### config.mk
export PLATFORM = sky130hd
export DESIGN_NAME = keccak_gather
export DESIGN_NICKNAME = d
export VERILOG_FILES = /design/src/rtl/keccak_pkg.sv /design/src/rtl/keccak_gather_wreg.sv /design/src/rtl/keccak_gather.sv
export SDC_FILE = /design/constraint.sdc
export NUM_CORES = 1
export LEC_CHECK = 0
export CORE_MARGIN = 2
export CORE_UTILIZATION = 43
export CTS_CLUSTER_DIAMETER = 50
export CTS_CLUSTER_SIZE = 14
export DETAILED_ROUTE_END_ITERATION = 8
export HOLD_SLACK_MARGIN = 0.05
export PLACE_DENSITY = 0.82
export SLEW_MARGIN = 20
export SYNTH_ARGS = -nofsm -noshare
export SYNTH_HDL_FRONTEND = slang
export SYNTH_SLANG_ARGS = --single-unit
### constraint.sdc
create_clock -name clk -period 2.2 [get_ports clk]
set_clock_uncertainty 0.15 [all_clocks]
set_input_delay 0.33 -clock clk [delete_from_list [all_inputs] [get_ports clk]]
set_output_delay 0.33 -clock clk [all_outputs]
set_load 0.005 [all_outputs]
### src/rtl/keccak_pkg.sv
// Shared types and constants for the Keccak input gather path.
package keccak_pkg;

    localparam int KECCAK_WORDS = 16;
    localparam int KECCAK_BLKW  = 512;
    localparam int KECCAK_IDXW  = 4;

    localparam logic [KECCAK_WORDS-1:0] MASK_FULL = 16'hFFFF;

    typedef enum logic [1:0] {
        ST_IDLE,
        ST_FILL,
        ST_HOLD
    } state_e;

endpackage

### src/rtl/keccak_gather_wreg.sv
// One 32-bit word slot of the gather block: data register plus its "written" flag.
module keccak_gather_wreg
    import keccak_pkg::*;
(
    input  logic        clk,
    input  logic        rst_n,
    input  logic        we_i,
    input  logic        clr_i,
    input  logic [31:0] d_i,
    output logic [31:0] q_o,
    output logic        set_o
);

    logic [31:0] word_q;
    logic        set_q;

    // Data survives the flag clear so a handed-off block stays readable.
    always_ff @(posedge clk or negedge rst_n) begin
        if (!rst_n) begin
            word_q <= '0;
            set_q  <= 1'b0;
        end else begin
            if (we_i) begin
                word_q <= d_i;
            end
            if (clr_i) begin
                set_q <= 1'b0;
            end else if (we_i) begin
                set_q <= 1'b1;
            end
        end
    end

    assign q_o   = word_q;
    assign set_o = set_q;

endmodule

### src/rtl/keccak_gather.sv
// Packs sixteen CPU-written 32-bit words into a 512-bit block offered via valid/ready.
// Optional build macro KECCAK_GATHER_ZPAD_EN: accept partial blocks, unwritten words read as zero.
module keccak_gather
    import keccak_pkg::*;
#(
    parameter int NWORDS = KECCAK_WORDS,
    parameter int IDXW   = KECCAK_IDXW
) (
    input  logic                  clk,
    input  logic                  rst_n,
    input  logic                  en,
    input  logic [5:0]            num,
    input  logic [31:0]           in32,
    input  logic                  start,
    output logic [NWORDS*32-1:0]  out512,
    output logic                  out_valid,
    input  logic                  out_ready,
    output logic [NWORDS-1:0]     word_mask,
    output logic                  busy,
    output logic                  err
);

    state_e            state_q, state_d;
    logic              err_q, err_d;
    logic [IDXW-1:0]   widx;
    logic [NWORDS-1:0] mask, we_vec, mask_nxt;
    logic              wr_ok, start_ok, hs;
    logic              unused_num;

    assign widx       = num[IDXW-1:0];
    assign unused_num = ^num[5:IDXW];

    // The start check sees the mask including a same-cycle write.
    always_comb begin
        wr_ok  = en && (state_q != ST_HOLD);
        we_vec = '0;
        if (wr_ok) begin
            we_vec[widx] = 1'b1;
        end
        mask_nxt = mask | we_vec;
`ifdef KECCAK_GATHER_ZPAD_EN
        start_ok = (mask_nxt != '0);
`else
        start_ok = (mask_nxt == MASK_FULL);
`endif
        hs = (state_q == ST_HOLD) && out_ready;
    end

    always_comb begin
        state_d = state_q;
        err_d   = 1'b0;
        case (state_q)
            ST_IDLE, ST_FILL: begin
                if (start && start_ok) begin
                    state_d = ST_HOLD;
                end else begin
                    err_d = start;
                    if (mask_nxt != '0) begin
                        state_d = ST_FILL;
                    end
                end
            end
            ST_HOLD: begin
                err_d = en;
                if (out_ready) begin
                    state_d = ST_IDLE;
                end
            end
            default: state_d = ST_IDLE;
        endcase
    end

    always_ff @(posedge clk or negedge rst_n) begin
        if (!rst_n) begin
            state_q <= ST_IDLE;
            err_q   <= 1'b0;
        end else begin
            state_q <= state_d;
            err_q   <= err_d;
        end
    end

    for (genvar k = 0; k < NWORDS; k++) begin : g_word
        logic [31:0] q;
        logic        set;

        keccak_gather_wreg u_wreg (
            .clk   (clk),
            .rst_n (rst_n),
            .we_i  (we_vec[k]),
            .clr_i (hs),
            .d_i   (in32),
            .q_o   (q),
            .set_o (set)
        );

        assign mask[k] = set;
`ifdef KECCAK_GATHER_ZPAD_EN
        assign out512[32*k +: 32] = ((state_q == ST_HOLD) && !set) ? 32'h0 : q;
`else
        assign out512[32*k +: 32] = q;
`endif
    end

    assign word_mask = mask;
    assign out_valid = (state_q == ST_HOLD);
    assign busy      = (state_q == ST_HOLD);
    assign err       = err_q;

endmodule

; Yosys cells after proc, flatten, opt, wreduce, memory -nomap -nowiden
; Cells that the tools add are included.
; Widths: inputs -> output; s select.
[totals]
register_bits = 531
latchBits = 0
ramBits = 0
mem_bits_ro = 0
in_bits = 43
output_inout_bits = 531
n_memories = 0
[op_classes]
addsub = 0
mul = 0
div = 0
order_cmp = 2
n_eq_ne = 6
shifts = 0
muxes = 41
bitwise_logic = 1
reduce_logical = 24
[op_table]
columns = cell, count
row1 = $mux 1, 34
row2 = $reduce_bool 2->1, 16
row3 = $eq 16x16->1 const B, 1
row4 = $mux 16, 1
row5 = $or 16x16->16, 1
row6 = $reduce_bool 16->1, 1
row7 = $mux 2, 3
row8 = $lt 4x5->1 const B, 1
row9 = $demux 1 s4, 1
row10 = $ge 4x1->1 const B, 1
row11 = $logic_and 1x1->1, 4
row12 = $ne 2x2->1 const B, 2
row13 = $pmux 2 s2, 1
row14 = $ne 3x3->1 const B, 1
row15 = $eq 2x1->1 const B, 1
row16 = $eq 2x2->1 const B, 1
row17 = $logic_not 2->1, 1
row18 = $pmux 1 s2, 1
row19 = $reduce_and 2->1, 1
row20 = $reduce_or 2->1, 1

; Longest topological paths before layout
; Gate-level depths: netlist of the first run.
[depth]
ltp_word = 10
ltp_mapped = 9
depth_no_buf = 7

; Hierarchy
; Synthesis of the first run repeated with hierarchy kept, for this count alone.
[hier_totals]
cells_unflattened = 1231
hier_area_um2 = 22768.1
[by_module_without_submodules]
columns = module, n_inst, cells_per_inst, area_per_inst_um2, seq_area_each_um2
row1 = keccak_gather_wreg, 16, 70, 1376.3, 825.8
row2 = keccak_gather, 1, 111, 747.0, 75.1

; Worst setup path before layout of the first run
; No wires, ideal clock.
[synth_path]
path_type = reg-to-reg
from = register state_q[1]
to = register g_word[0].u_wreg.word_q[11]
setup_ns = 0.125
arrival_time_ns = 1.922
t_required_ns = 1.925
slack_ns = 0.003
stages_incl_launch_ff = 8
path_cell_list = dfrtp_1 -> nand2b_2 -> inv_2 -> buf_6 -> or3_1 -> nor3_2 -> buf_4 -> mux2_2
[synth_between]
elab_chain_cells = 3
[synth_lines]
columns = element, line
row1 = from (decl), keccak_gather.sv:23  ; state_e state_q, state_d;
row2 = from (signal assigned), keccak_gather.sv:78  ; state_q <= state_d;
row3 = $ne 2x2->1, keccak_gather.sv:35  ; wr_ok = en && (state_q != ST_HOLD);
row4 = $logic_and 1x1->1, keccak_gather.sv:35
row5 = $mux 16, keccak_gather.sv:37  ; if (wr_ok) begin
row6 = to (signal assigned), keccak_gather_wreg.sv:24  ; word_q <= d_i;
row7 = to (decl), keccak_gather_wreg.sv:14  ; logic [31:0] word_q;
; Every way passes these cells.
; A chain may end at the register's enable or synchronous reset.

; Worst setup path in the final report of the first run
[layout_path]
from = register g_word[14].u_wreg.set_q
to = output port word_mask[14]
[layout_rtl]
columns = element, line
row1 = from (decl), keccak_gather_wreg.sv:15  ; logic set_q;
row2 = from (signal assigned), keccak_gather_wreg.sv:21  ; set_q <= 1'b0;
row3 = from (signal assigned), keccak_gather_wreg.sv:27  ; set_q <= 1'b0;
row4 = from (signal assigned), keccak_gather_wreg.sv:29  ; set_q <= 1'b1;
row5 = to (decl), keccak_gather.sv:18  ; output logic [NWORDS-1:0] word_mask,
; No word-level cell between the ends.

==> run summary, run 1 <==
Max-cap violations in this run came to 0. At the worst endpoint, the arrival time is 1.70 ns. The core area came out at 46,560 µm². The first routing iteration left 677 violations.

The clock-pin slew on the worst setup and hold paths was 0.07 ns; the maximum ir drop on the vdd rail was 0.7811 mV. The number of global-route vias before repair is 14.47k, and the setup violation total in the final timing report is 0. The biggest area contributor in the post-synthesis netlist is sky130_fd_sc_hd__dfrtp_1.

Dividing the detail-routed via count by the number of cells gives 5.321. Die outline area: 48,930 µm². Category of the most critical setup path: reg -> out.

The total design power is 30.01 mW, and the post-detailed-route count of antenna-violating nets is 0. Setup slack on the worst reg-to-reg path comes out at 0.05 ns. The flow ran to the end, and the final reports show no timing, DRC or antenna violations.

The tree is rooted in a sky130_fd_sc_hd__clkbuf_16. In this run the critical register-to-register path is launched from state_q[0]. The die height was 221.2 µm; the number of antenna violations at the first check in global routing was 1. The analysis attributes to cell leakage a power of 12.38 nW. In this design, the stage delay of the slowest critical-path cell is 0.64 ns. Detailed route wirelength on metal2: 31,780 µm. Adding up every negative setup slack in the final design gives 0 ns.

Effective utilization at floorplan: 43.57%. In this run, synthesis produced a sequential element count of 531. In this run, CTS created clock tree buffers numbering 50. The first TritonRoute pass finished after 4 iterations. Detailed placement ended at an HPWL of 45,240 µm.

Counting along the longest clock path gives a buffer depth of 3. STA classifies the critical path startpoint as a register. After synthesis, the netlist uses 39 different library cells.

The global-route usage over all layers is 25.96%, and the final critical-path required period is 2.177 ns. For the floorplan row count, the log shows 79. A synthesized cell averages 16.28 µm².

The pin count of the biggest net entering global routing was 66. At the end of the flow the core is filled with cells to 62.08%. The number of nets handed over by synthesis was 1,289.

The signal on the critical path passes through clkdlybuf4s50_1. The final routed DRC violation total was 0; the transition time of the tightest slew-check pin was 0.7138 ns. For the clock insertion delay at the later pin of the skew report, the log shows 0.58 ns.

The run gives 64,290 µm as the total detailed-routing wirelength. The most frequently used cell type in the post-synthesis netlist is sky130_fd_sc_hd__dfrtp_1. For this design the top-level I/O count stands at 574.

Based on the critical path, the design can be clocked at up to 459.3 MHz. For the worst hold slack, the log shows 0.1396 ns. The top cell type's share of synthesized area is 65.51%.

The clock tree synthesis step divided the H-tree into 2 levels. After synthesis, the most frequently instantiated cells are sky130_fd_sc_hd__dfrtp_1, sky130_fd_sc_hd__mux2_2, sky130_fd_sc_hd__buf_2. The clock drives 531 sinks. The number of hold-slack violations in the final timing report was 0.

The finished layout holds 2,505 standard cells, fillers aside. The worst min-delay path class was in -> async. The amount of wire on met3 after detailed routing was 5220 µm. The commonest register cell after synthesis was sky130_fd_sc_hd__dfrtp_1. Uppermost layer routed: met4. After synthesis, the cell types taking the most area are sky130_fd_sc_hd__dfrtp_1, sky130_fd_sc_hd__mux2_2, sky130_fd_sc_hd__buf_2, sky130_fd_sc_hd__mux2_1, sky130_fd_sc_hd__buf_4.

Synthesis produced a netlist whose cell count is 1,246. Data on the critical path is required at its endpoint by 1.72 ns. Measured against its own limit, the worst slew margin works out to 52.27%.

The kind of cell with the highest combined delay along the critical path is buffers and inverters. TritonCTS built the clock tree. Setup repair after global routing could not meet its margin everywhere. For the number of nets in the layout, the log shows 1,915.

Endpoint type of the worst setup path: an output port. Measured in cells, the most critical reg-to-reg path has a length of 6. The post-route fraction of the period consumed by the critical path was 98.97%; the sequential area share after synthesis was 65.51%. The first global-routing pass estimated 95,850 µm of wire.

The total buffers and inverters traversed by the critical path was 1. The largest individual stage delay along the critical path comes from the cell sky130_fd_sc_hd__clkdlybuf4s50_1. After detailed routing, the average wire length per cell comes to 25.66 µm. The total of buffers placed on input and output ports is 571, and the via count of the routed design is 13.33k.

Of all nets on the critical path, the largest fanout is 6. The run gives 2,422 as the number of placed cells counting well taps. The endpoint identified for the worst register-to-register timing path is g_word[14].u_wreg.q_o[7]. The fraction of final layout cells sized beyond drive strength 1 was 37.22%; the number of warnings printed during yosys synthesis was 0. In this run the cell area of the synthesized design comes to 20,280 µm².

Dividing total power by cell area gives a power density of 1038 nW/µm². The count of flip-flops with a built-in enable after synthesis works out to 0. The count of final max-slew check failures is 0, and the routability-driven placement congestion ratio is 0.8639.

In the final routing, the length of wire on met1 measures 24,960 µm. Counting flops with an async set or reset pin after synthesis yields a share of 100.0%. The post-synthesis to final-layout area growth came out at 42.49%. The final global-route overflow total is 0, and the x dimension of the die is 221.2 µm.
stage by stage:
| stage | instance area, µm² | setup WS (ns) |
|---|---|---|
| detailed placement | 27260 | -0.4694 |
| global placement | 27260 | -0.3960 |
| global route | 28900 | -0.04430 |
| floorplan | 20280 | 0.003499 |
| finish | 28900 | 0.02265 |
| CTS | 28820 | 0.002438 |
registers in the layout, indices dropped and copies added (netlist names):
register and count:
g_word.u_wreg.q_o 512, g_word.u_wreg.set_o 16, state_q 2, err 1
where the power goes:
group	total (mW)	switching (mW)	internal (mW)	leakage, nW
combinational	8.38	2.83	5.55	5.15
sequential	13.4	1.34	12.0	6.47
clock	8.26	3.70	4.56	0.754
worst max path at each step:
stage / startpoint / to / slack (ns) / cells past startpoint
after CTS: state_q[0] / busy / 0.002 / 4
after floorplan: state_q[1] / g_word[0].u_wreg.q_o[11] / 0.003 / 7
final: g_word[14].u_wreg.set_o / word_mask[14] / 0.02 / 1
after global placement: num[2] / err / -0.40 / 7
after global routing: state_q[0] / err / -0.04 / 8
after detailed placement: num[2] / err / -0.47 / 7
per-layer routing:
metal,global-route usage [%],vias up
met5,0,-
met4,9.093,0
met3,8.166,130
met2,43.78,553
met1,31.48,7037
li1,-,5608
cell families (layout without fill, tap and decap cells):
group	count (synthesis)	after routing	synth area share, %
flip-flops	531	531	65.51
multiplexers	512	512	28.42
buffers and inverters	112	763	2.794
AND/OR/NAND/NOR	67	67	2.492
AO/OA/AOI/OAI	23	23	0.7402
XOR/XNOR	1	1	0.04319
other	0	1	0
final cells by class:
cell class	instances	area [µm²]
fill	3412	17650
multi-input combinational	603	6507
antenna	1	2.502
sequential	531	13290
clock buffer	63	1381
tap	607	759.5
inverter	5	21.27
clock inverter	14	141.4
timing repair buffer	681	6802
placed cells by master, fill, tap and decap left out, types with 3 or more instances in the layout:
cell type,count
sky130_fd_sc_hd__clkbuf_8,6
sky130_fd_sc_hd__nor4b_4,3
sky130_fd_sc_hd__o21a_1,3
sky130_fd_sc_hd__nor2_1,25
sky130_fd_sc_hd__clkinv_2,4
sky130_fd_sc_hd__dfrtp_1,530
sky130_fd_sc_hd__buf_12,19
sky130_fd_sc_hd__clkbuf_1,6
sky130_fd_sc_hd__buf_4,87
sky130_fd_sc_hd__nand2_1,3
sky130_fd_sc_hd__nor4_1,3
sky130_fd_sc_hd__inv_6,4
sky130_fd_sc_hd__a31oi_1,3
sky130_fd_sc_hd__a21oi_1,6
sky130_fd_sc_hd__nand4_1,6
sky130_fd_sc_hd__mux2_2,496
sky130_fd_sc_hd__nor4_4,7
sky130_fd_sc_hd__inv_1,4
sky130_fd_sc_hd__nor3_1,3
sky130_fd_sc_hd__clkdlybuf4s50_1,566
sky130_fd_sc_hd__clkbuf_16,51
sky130_fd_sc_hd__mux2_1,16
worst register-to-register path: stages (launching register included):
cell and delay (ns):
sky130_fd_sc_hd__dfrtp_1 0.37, sky130_fd_sc_hd__nand2b_4 0.17, sky130_fd_sc_hd__inv_4 0.06, sky130_fd_sc_hd__buf_8 0.14, sky130_fd_sc_hd__nor4b_4 0.32, sky130_fd_sc_hd__buf_4 0.41, sky130_fd_sc_hd__mux2_2 0.43
repair_timing:
item                                   4_1_cts  5_1_grt
endpoints found under the hold margin      490        0
resized for setup                            9       15
hold buffers                                 1        0
setup buffers                                1        3
pin swaps                                    3       10
setup endpoints to repair                    8      156
Power figures use the tool's default switching activity.
==> inputs of run 2 (changes only) <==
--- a/config.mk
+++ b/config.mk
@@ -5,13 +5,13 @@
 export SDC_FILE = /design/constraint.sdc
 export NUM_CORES = 1
 export LEC_CHECK = 0
-export CORE_MARGIN = 2
-export CORE_UTILIZATION = 43
+export CORE_AREA = 2 2 222 224
 export CTS_CLUSTER_DIAMETER = 50
 export CTS_CLUSTER_SIZE = 14
 export DETAILED_ROUTE_END_ITERATION = 8
+export DIE_AREA = 0 0 224 226
 export HOLD_SLACK_MARGIN = 0.05
-export PLACE_DENSITY = 0.82
+export PLACE_DENSITY = 0.78
 export SLEW_MARGIN = 20
 export SYNTH_ARGS = -nofsm -noshare
 export SYNTH_HDL_FRONTEND = slang
==> constraint.sdc (replaced) <==
create_clock -name clk -period 2.65 [get_ports clk]
set_clock_uncertainty 0.15 [all_clocks]
set_input_delay 0.3975 -clock clk [delete_from_list [all_inputs] [get_ports clk]]
set_output_delay 0.3975 -clock clk [all_outputs]
set_load 0.005 [all_outputs]
==> run summary, run 2 (synthesized netlist as in run 1, its figures left out) <==
For the effective utilization at floorplan, the log shows 41.96%. The first detailed-routing pass ran for 5 iterations. The detailed-route wire length per cell works out to 25.40 µm. The flow ran to the end, and the final reports show no timing, DRC or antenna violations. The number of antenna diodes in the final layout is 0. For this block, the routed nets add up to 63,010 µm of wire. The tools report the setup violation total in the final timing report as 0.

The run gives 27.1% as the clock share of power. The clock insertion delay at the later pin of the skew report is 0.57 ns. Summed over all failing endpoints, the final setup total negative slack is 0 ns. In this run the power density over the cells is 863.0 nW/µm².

The data required time of the critical path was 2.10 ns. The root buffer cell chosen for the clock tree is sky130_fd_sc_hd__clkbuf_16. Final routed DRC violation total: 0. The endpoint type of the worst setup path is an output port.

The number of setup buffers added after CTS is 0. The number of global-route vias before repair was 13.80k. Final critical-path required period: 2.528 ns. The tools report the worst setup timing slack at the placement stage as -0.1191 ns. The fraction of final layout cells sized beyond drive strength 1 came out at 35.61%. For the relative contribution of combinational cells to total power, the log shows 28.0%. From left edge to right edge, the die measures 224 µm.

After global routing the overflow that remains totals 0. Of the total power, the share spent switching nets is 25.85%. The region available for standard cell placement spans 48,340 µm². The register with the most flip-flops in the layout has 512 of them. The critical path contains buffers and inverters numbering 2 combined. The critical path goes through nand2b_2, inv_6, clkdlybuf4s50_1. In the global route stage, overall resource usage came out at 24.64%. For the half-perimeter wire length after placement, the log shows 44,390 µm. Number of buffers added by the clock tree synthesis step: 49.

The max-slew headroom at the worst pin is 42.75%, and the via density per instance is 5.312. In this run the critical register-to-register path is launched from state_q[1]. The initialized floorplan defines 81 standard-cell rows. The maximum number of buffers from clock root to sink was 3; the number of levels the H-tree was split into was 2. The top cell types in the final layout, fill and taps aside, are sky130_fd_sc_hd__clkdlybuf4s50_1, sky130_fd_sc_hd__dfrtp_1, sky130_fd_sc_hd__mux2_2, sky130_fd_sc_hd__buf_4, sky130_fd_sc_hd__clkbuf_16. The worst min-delay path class is in -> async. VDD sags by at most 0.6189 mV.

The cell leakage power is 12.13 nW, and the total I/O pin count is 574. The tool flagged a number of max-cap violations equal to 0. The die is 226 µm tall.

Total of buffers placed on input and output ports: 571. Sequential cells burn 44.9% of the power. For this run, the post-layout net count is 1,882. The type of origin of the critical path was a register.

The first global-routing pass estimated 92,360 µm of wire. The number of antenna violations at the first check in global routing was 0. Post-synthesis to final-layout area growth: 40.77%. Clock tree synthesis found a total of 531 sinks. TritonCTS built the clock tree. The worst register-to-register path has a depth of 7. Routability-driven placement finished with a final weighted congestion of 0.8806. The count of final max-slew check failures is 0, and the number of hold-slack violations in the final timing report is 0. The reg2reg setup slack was 0.23 ns; the cell internal power dissipation was 18.27 mW. The transition time of the tightest slew-check pin was 0.8560 ns. In this run the critical register-to-register path is captured at g_word[1].u_wreg.q_o[1]. The analysis attributes to net switching a power of 6.369 mW. The pin count of the biggest net entering global routing is 104. By startpoint and endpoint, the worst setup path is classified as reg -> out.

Setup repair after global routing left no endpoint under its margin. The worst path meets setup with 0.1220 ns of slack. The critical path's slowest cell was sky130_fd_sc_hd__clkdlybuf4s50_1. In this run the remaining antenna-violating nets after routing total 0.

The detailed router finished its first iteration with 705 violations. For the worst setup path, the data arrival time is 1.98 ns. The library cell used most frequently in the layout, excluding fill and tap cells, is sky130_fd_sc_hd__clkdlybuf4s50_1. For this run, the top clock speed supported by timing is 395.6 MHz.

The clock-pin slew on the worst setup and hold paths is 0.06 ns, and the post-route fraction of the period consumed by the critical path is 95.40%. The kind of cell with the highest combined delay along the critical path is buffers and inverters. The floorplan step defined a die boundary enclosing 50,620 µm². Of all nets on the critical path, the largest fanout is 17. Summing over every cut layer, the via total after detailed routing is 13.18k. Worst stage delay on the critical path: 0.57 ns.
==> run 2: cell types whose count changed in the layout (fill, tap and decap cells not counted), sizes merged, moves of 2 or more <==
cell and change:
buf -32, clkbuf -5, clkdlybuf4s50 +4, clkinvlp +4, clkinv -3, inv -3, dlygate4sd2 -2
==> run 2: power groups by stage <==
stage                     sequential, mW  clock, mW  combinational, mW
after floorplan                     11.2          0               1.86
after global placement              11.0          0               6.78
after detailed placement            11.2          0               6.90
after CTS                           11.1       6.84               6.94
after global routing                11.3       7.15               7.25
final                               11.1       6.68               6.89
==> run 2: final cells by class <==
cell class / instances / area [µm²]
Tap cell: 622 / 778.2
Sequential cell: 531 / 13290
Fill cell: 3736 / 19790
Clock inverter: 13 / 145.1
Inverter: 5 / 23.77
Timing Repair Buffer: 649 / 6546
Clock buffer: 58 / 1320
Multi-Input combinational cell: 603 / 6452
==> run 2: repair_timing <==
| action | in CTS | in global routing |
|---|---|---|
| hold buffers | 1 | 0 |
| pin swaps | 0 | 0 |
| resized for setup | 1 | 1 |
| hold endpoints to repair | 99 | 0 |
| endpoints found under the setup margin | 2 | 2 |
==> run 2: routing by layer <==
metal	vias to the layer above	GRT usage [%]	wire length (µm)
met5	-	0	0
met4	0	8.430	1827
met2	572	40.76	30650
met1	6950	30.82	25090
li1	5554	-	-
met3	103	7.507	5432
==> run 2: metrics by stage <==
step                instance area [µm²]  utilization [%]  instances  hold WS [ns]  total power [mW]
floorplan                         20280                -       1246      -0.04809             13.04
global placement                  27070            56.00       2409        0.2372             17.83
detailed placement                27070            56.00       2409        0.2327             18.09
CTS                               28550            59.06       2481        0.2100             24.84
global route                      28550            59.07       2481        0.2366             25.70
finish                            28550            59.07       2481        0.2204             24.64
==> run 2: worst max path at each step <==
stage | slack, ns | end | start | cells past startpoint
6_report | 0.12 | out_valid | state_q[0] | 3
3_3_place_gp | -0.11 | g_word[1].u_wreg.q_o[1] | num[1] | 7
2_1_floorplan | 0.44 | err | num[0] | 8
4_1_cts | 0.01 | out_valid | state_q[0] | 3
5_1_grt | 0.05 | busy | state_q[0] | 3
3_5_place_dp | -0.12 | g_word[1].u_wreg.q_o[9] | num[1] | 7
==> inputs of run 3 (changes only) <==
--- a/config.mk
+++ b/config.mk
@@ -11,8 +11,9 @@
 export DETAILED_ROUTE_END_ITERATION = 8
 export DIE_AREA = 0 0 224 226
 export HOLD_SLACK_MARGIN = 0.05
-export PLACE_DENSITY = 0.78
+export PLACE_DENSITY = 0.72
 export SLEW_MARGIN = 20
 export SYNTH_ARGS = -nofsm -noshare
 export SYNTH_HDL_FRONTEND = slang
 export SYNTH_SLANG_ARGS = --single-unit
+export TNS_END_PERCENT = 10
==> run summary, run 3 (synthesized netlist as in run 1, its figures left out) <==
The transition time of the tightest slew-check pin is 0.8934 ns, and the number of buffers added by the clock tree synthesis step is 55. The area growth from synthesis to layout is 44.35%. The total negative setup slack came out at 0 ns.

Entering global routing, the biggest net connects 80 pins. The number of sinks on the clock net was 531. The number of global-route vias before repair came out at 13.99k. Once placement completed, the tool counted placed cells totaling 2,429. The die covers 50,620 µm². The run finished with clean final reports.

The total overflow left after global routing is 0. met2 is the most crowded layer. Net switching is 25.63% of the power. The effective utilization at floorplan is 41.96%. Across all layers, the routed design uses 13.16k vias. The tightest min-delay check is of the in -> async type. After floorplanning, the core was sized to cover 48,340 µm². Summed over all cells, the static leakage comes to 12.50 nW.

The number of antenna violations at the first check in global routing was 0; the die height was 226 µm. The run gives 0 as the count of final max-slew check failures. The worst setup path is of the reg -> out kind.

The post-route fraction of the period consumed by the critical path works out to 97.73%. The wire length of the first global-routing pass was 93,340 µm. Static timing analysis puts the maximum clock frequency at 386.1 MHz. The post-detailed-route count of antenna-violating nets was 0. In the layout the commonest cells are sky130_fd_sc_hd__clkdlybuf4s50_1, sky130_fd_sc_hd__dfrtp_1, sky130_fd_sc_hd__mux2_2, sky130_fd_sc_hd__buf_4, sky130_fd_sc_hd__clkbuf_16. The clock share of power was 31.2%. The buffer type at the clock tree root was sky130_fd_sc_hd__clkbuf_16. The worst register-to-register path begins at state_q[1].

Dividing the detail-routed wire length by the instance count gives 25.24 µm. The run gives 41.40% as the met2 layer usage reported by global route. The register with the most flip-flops in the layout has 512 of them. After detailed routing, the total wire length is 63,720 µm.

The clock reaches the later pin of the worst-skew pair after 0.60 ns. Setup repair after global routing left no endpoint under its margin. The reported max-cap violation count was 0. The critical path goes through nand2b_2, clkinv_4, buf_6, clkdlybuf4s50_1. The largest individual stage delay along the critical path comes from the cell sky130_fd_sc_hd__clkdlybuf4s50_1. In the post-route analysis, the smallest setup slack over all paths is 0.06009 ns. The number of nets in the layout was 1,908.

The worst register-to-register path ends at err. The run gives 81 as the floorplan row count. TritonCTS built the clock tree. The longest clock path from root to sink contains 3 buffers. Setup violations remaining at the end of the flow were counted as 0. STA classifies the critical path startpoint as a register. STA classifies the critical path endpoint as an output port. Of the total power, combinational logic draws 26.5%.

The worst-case reg-to-reg path depth was 8. Setup slack on the worst reg-to-reg path comes out at 0.18 ns. In this run, the number of DRC markers left after iteration 0 of detailed routing was 638. The logs give 40.25% for the max-slew headroom at the worst pin and 19.45 mW for the cell internal power dissipation.

In this run the power spent charging and discharging nets is 6.702 mW. The logs give 25.01% for the global-route usage over all layers and 2,525 for the number of standard cells in the final layout excluding fillers. The post-CTS setup buffer count is 0, and the x dimension of the die is 224 µm. The part of the power in registers is 42.2%, and the met1 usage in global routing is 30.79%. The total of buffers placed on input and output ports was 571; the maximum ir drop on the vdd rail was 0.6862 mV.

The maximum fanout count along the critical path is 11. After detailed routing, the number of vias per cell comes to 5.213. The routing usage on met3 came out at 8.054%. The most frequent standard cell in the layout excluding fill and tap cells is sky130_fd_sc_hd__clkdlybuf4s50_1. The critical path data arrival time was 2.04 ns.

The clock-pin slew on the worst setup and hold paths was 0.07 ns. 0 antenna diodes ended up in the layout. The fraction of final layout cells sized beyond drive strength 1 came out at 37.05%. The data required time of the critical path was 2.10 ns; the final routed DRC violation total was 0.

For the routability-driven placement congestion ratio, the log shows 0.9038. The number of hold-slack violations in the final timing report came out at 0. At the end of the flow the core is filled with cells to 60.57%.

The total iterations of the first detailed-routing run came out at 7. Prior to clock tree synthesis, the placed netlist has a worst setup slack of -0.1113 ns. The worst path in the final design needs a cycle of 2.590 ns, including I/O delays and setup. Power spread over the standard cell area amounts to 893.1 nW/µm². The worst stage delay on the critical path came out at 0.52 ns. For the half-perimeter wire length after placement, the log shows 45,140 µm.

The total I/O pin count is 574. For the number of levels the H-tree was split into, the log shows 2.
-- run 3: power groups by stage --
| stage | combinational, mW | sequential, mW | clock, mW |
|---|---|---|---|
| after global placement | 6.86 | 11.1 | 0 |
| final | 6.94 | 11.0 | 8.17 |
| after detailed placement | 6.96 | 11.2 | 0 |
| after global routing | 7.31 | 11.3 | 8.65 |
| after CTS | 7.00 | 11.0 | 8.32 |
| after floorplan | 1.86 | 11.2 | 0 |
-- run 3: worst max-delay path: cells and delay by family, from the launching register on --
family / cells / cell delay (ns)
flip-flops: 1 / 0.38
buffers and inverters: 3 / 0.84
AND/OR/NAND/NOR: 1 / 0.22
-- run 3: timing repair --
| action | CTS | global route |
|---|---|---|
| hold buffers | 1 | 0 |
| hold endpoints to repair | 73 | 0 |
| setup endpoints to repair | 2 | 1 |
| resized for setup | 4 | 1 |
-- run 3: area by class of cell --
| type | count | area [µm²] |
|---|---|---|
| repair buffers | 669 | 6812 |
| inverters | 5 | 23.77 |
| flip-flops and latches | 531 | 13290 |
| fillers | 3696 | 19060 |
| clock buffers | 69 | 1551 |
| multi-input cells | 603 | 6452 |
| clock inverters | 26 | 375.4 |
| well taps | 622 | 778.2 |
-- run 3: worst max-delay path by stage --
stage | start | slack, ns | depth (start not counted) | to
2_1_floorplan | num[0] | 0.44 | 8 | err
5_1_grt | state_q[0] | 0.01 | 4 | out_valid
6_report | state_q[0] | 0.06 | 4 | out_valid
4_1_cts | state_q[0] | 0.007 | 4 | out_valid
3_5_place_dp | num[0] | -0.11 | 9 | err
3_3_place_gp | num[0] | -0.13 | 9 | err
-- run 3: per-stage QoR --
| stage | hold slack (ns) | instance area, µm² | power [mW] |
|---|---|---|---|
| after floorplan | -0.04809 | 20280 | 13.04 |
| after global placement | 0.2487 | 27340 | 17.92 |
| after detailed placement | 0.2595 | 27340 | 18.12 |
| after CTS | 0.1959 | 29280 | 26.37 |
| after global routing | 0.2369 | 29280 | 27.24 |
| final | 0.1995 | 29280 | 26.15 |
-- run 3: routing by layer --
metal | part of all wire, % | vias up | wire (µm)
li1 | - | 5620 | -
met1 | 40 | 6912 | 25390
met2 | 49 | 515 | 30940
met3 | 8.3 | 117 | 5297
met4 | 3.3 | 0 | 2086
met5 | 0 | - | 0
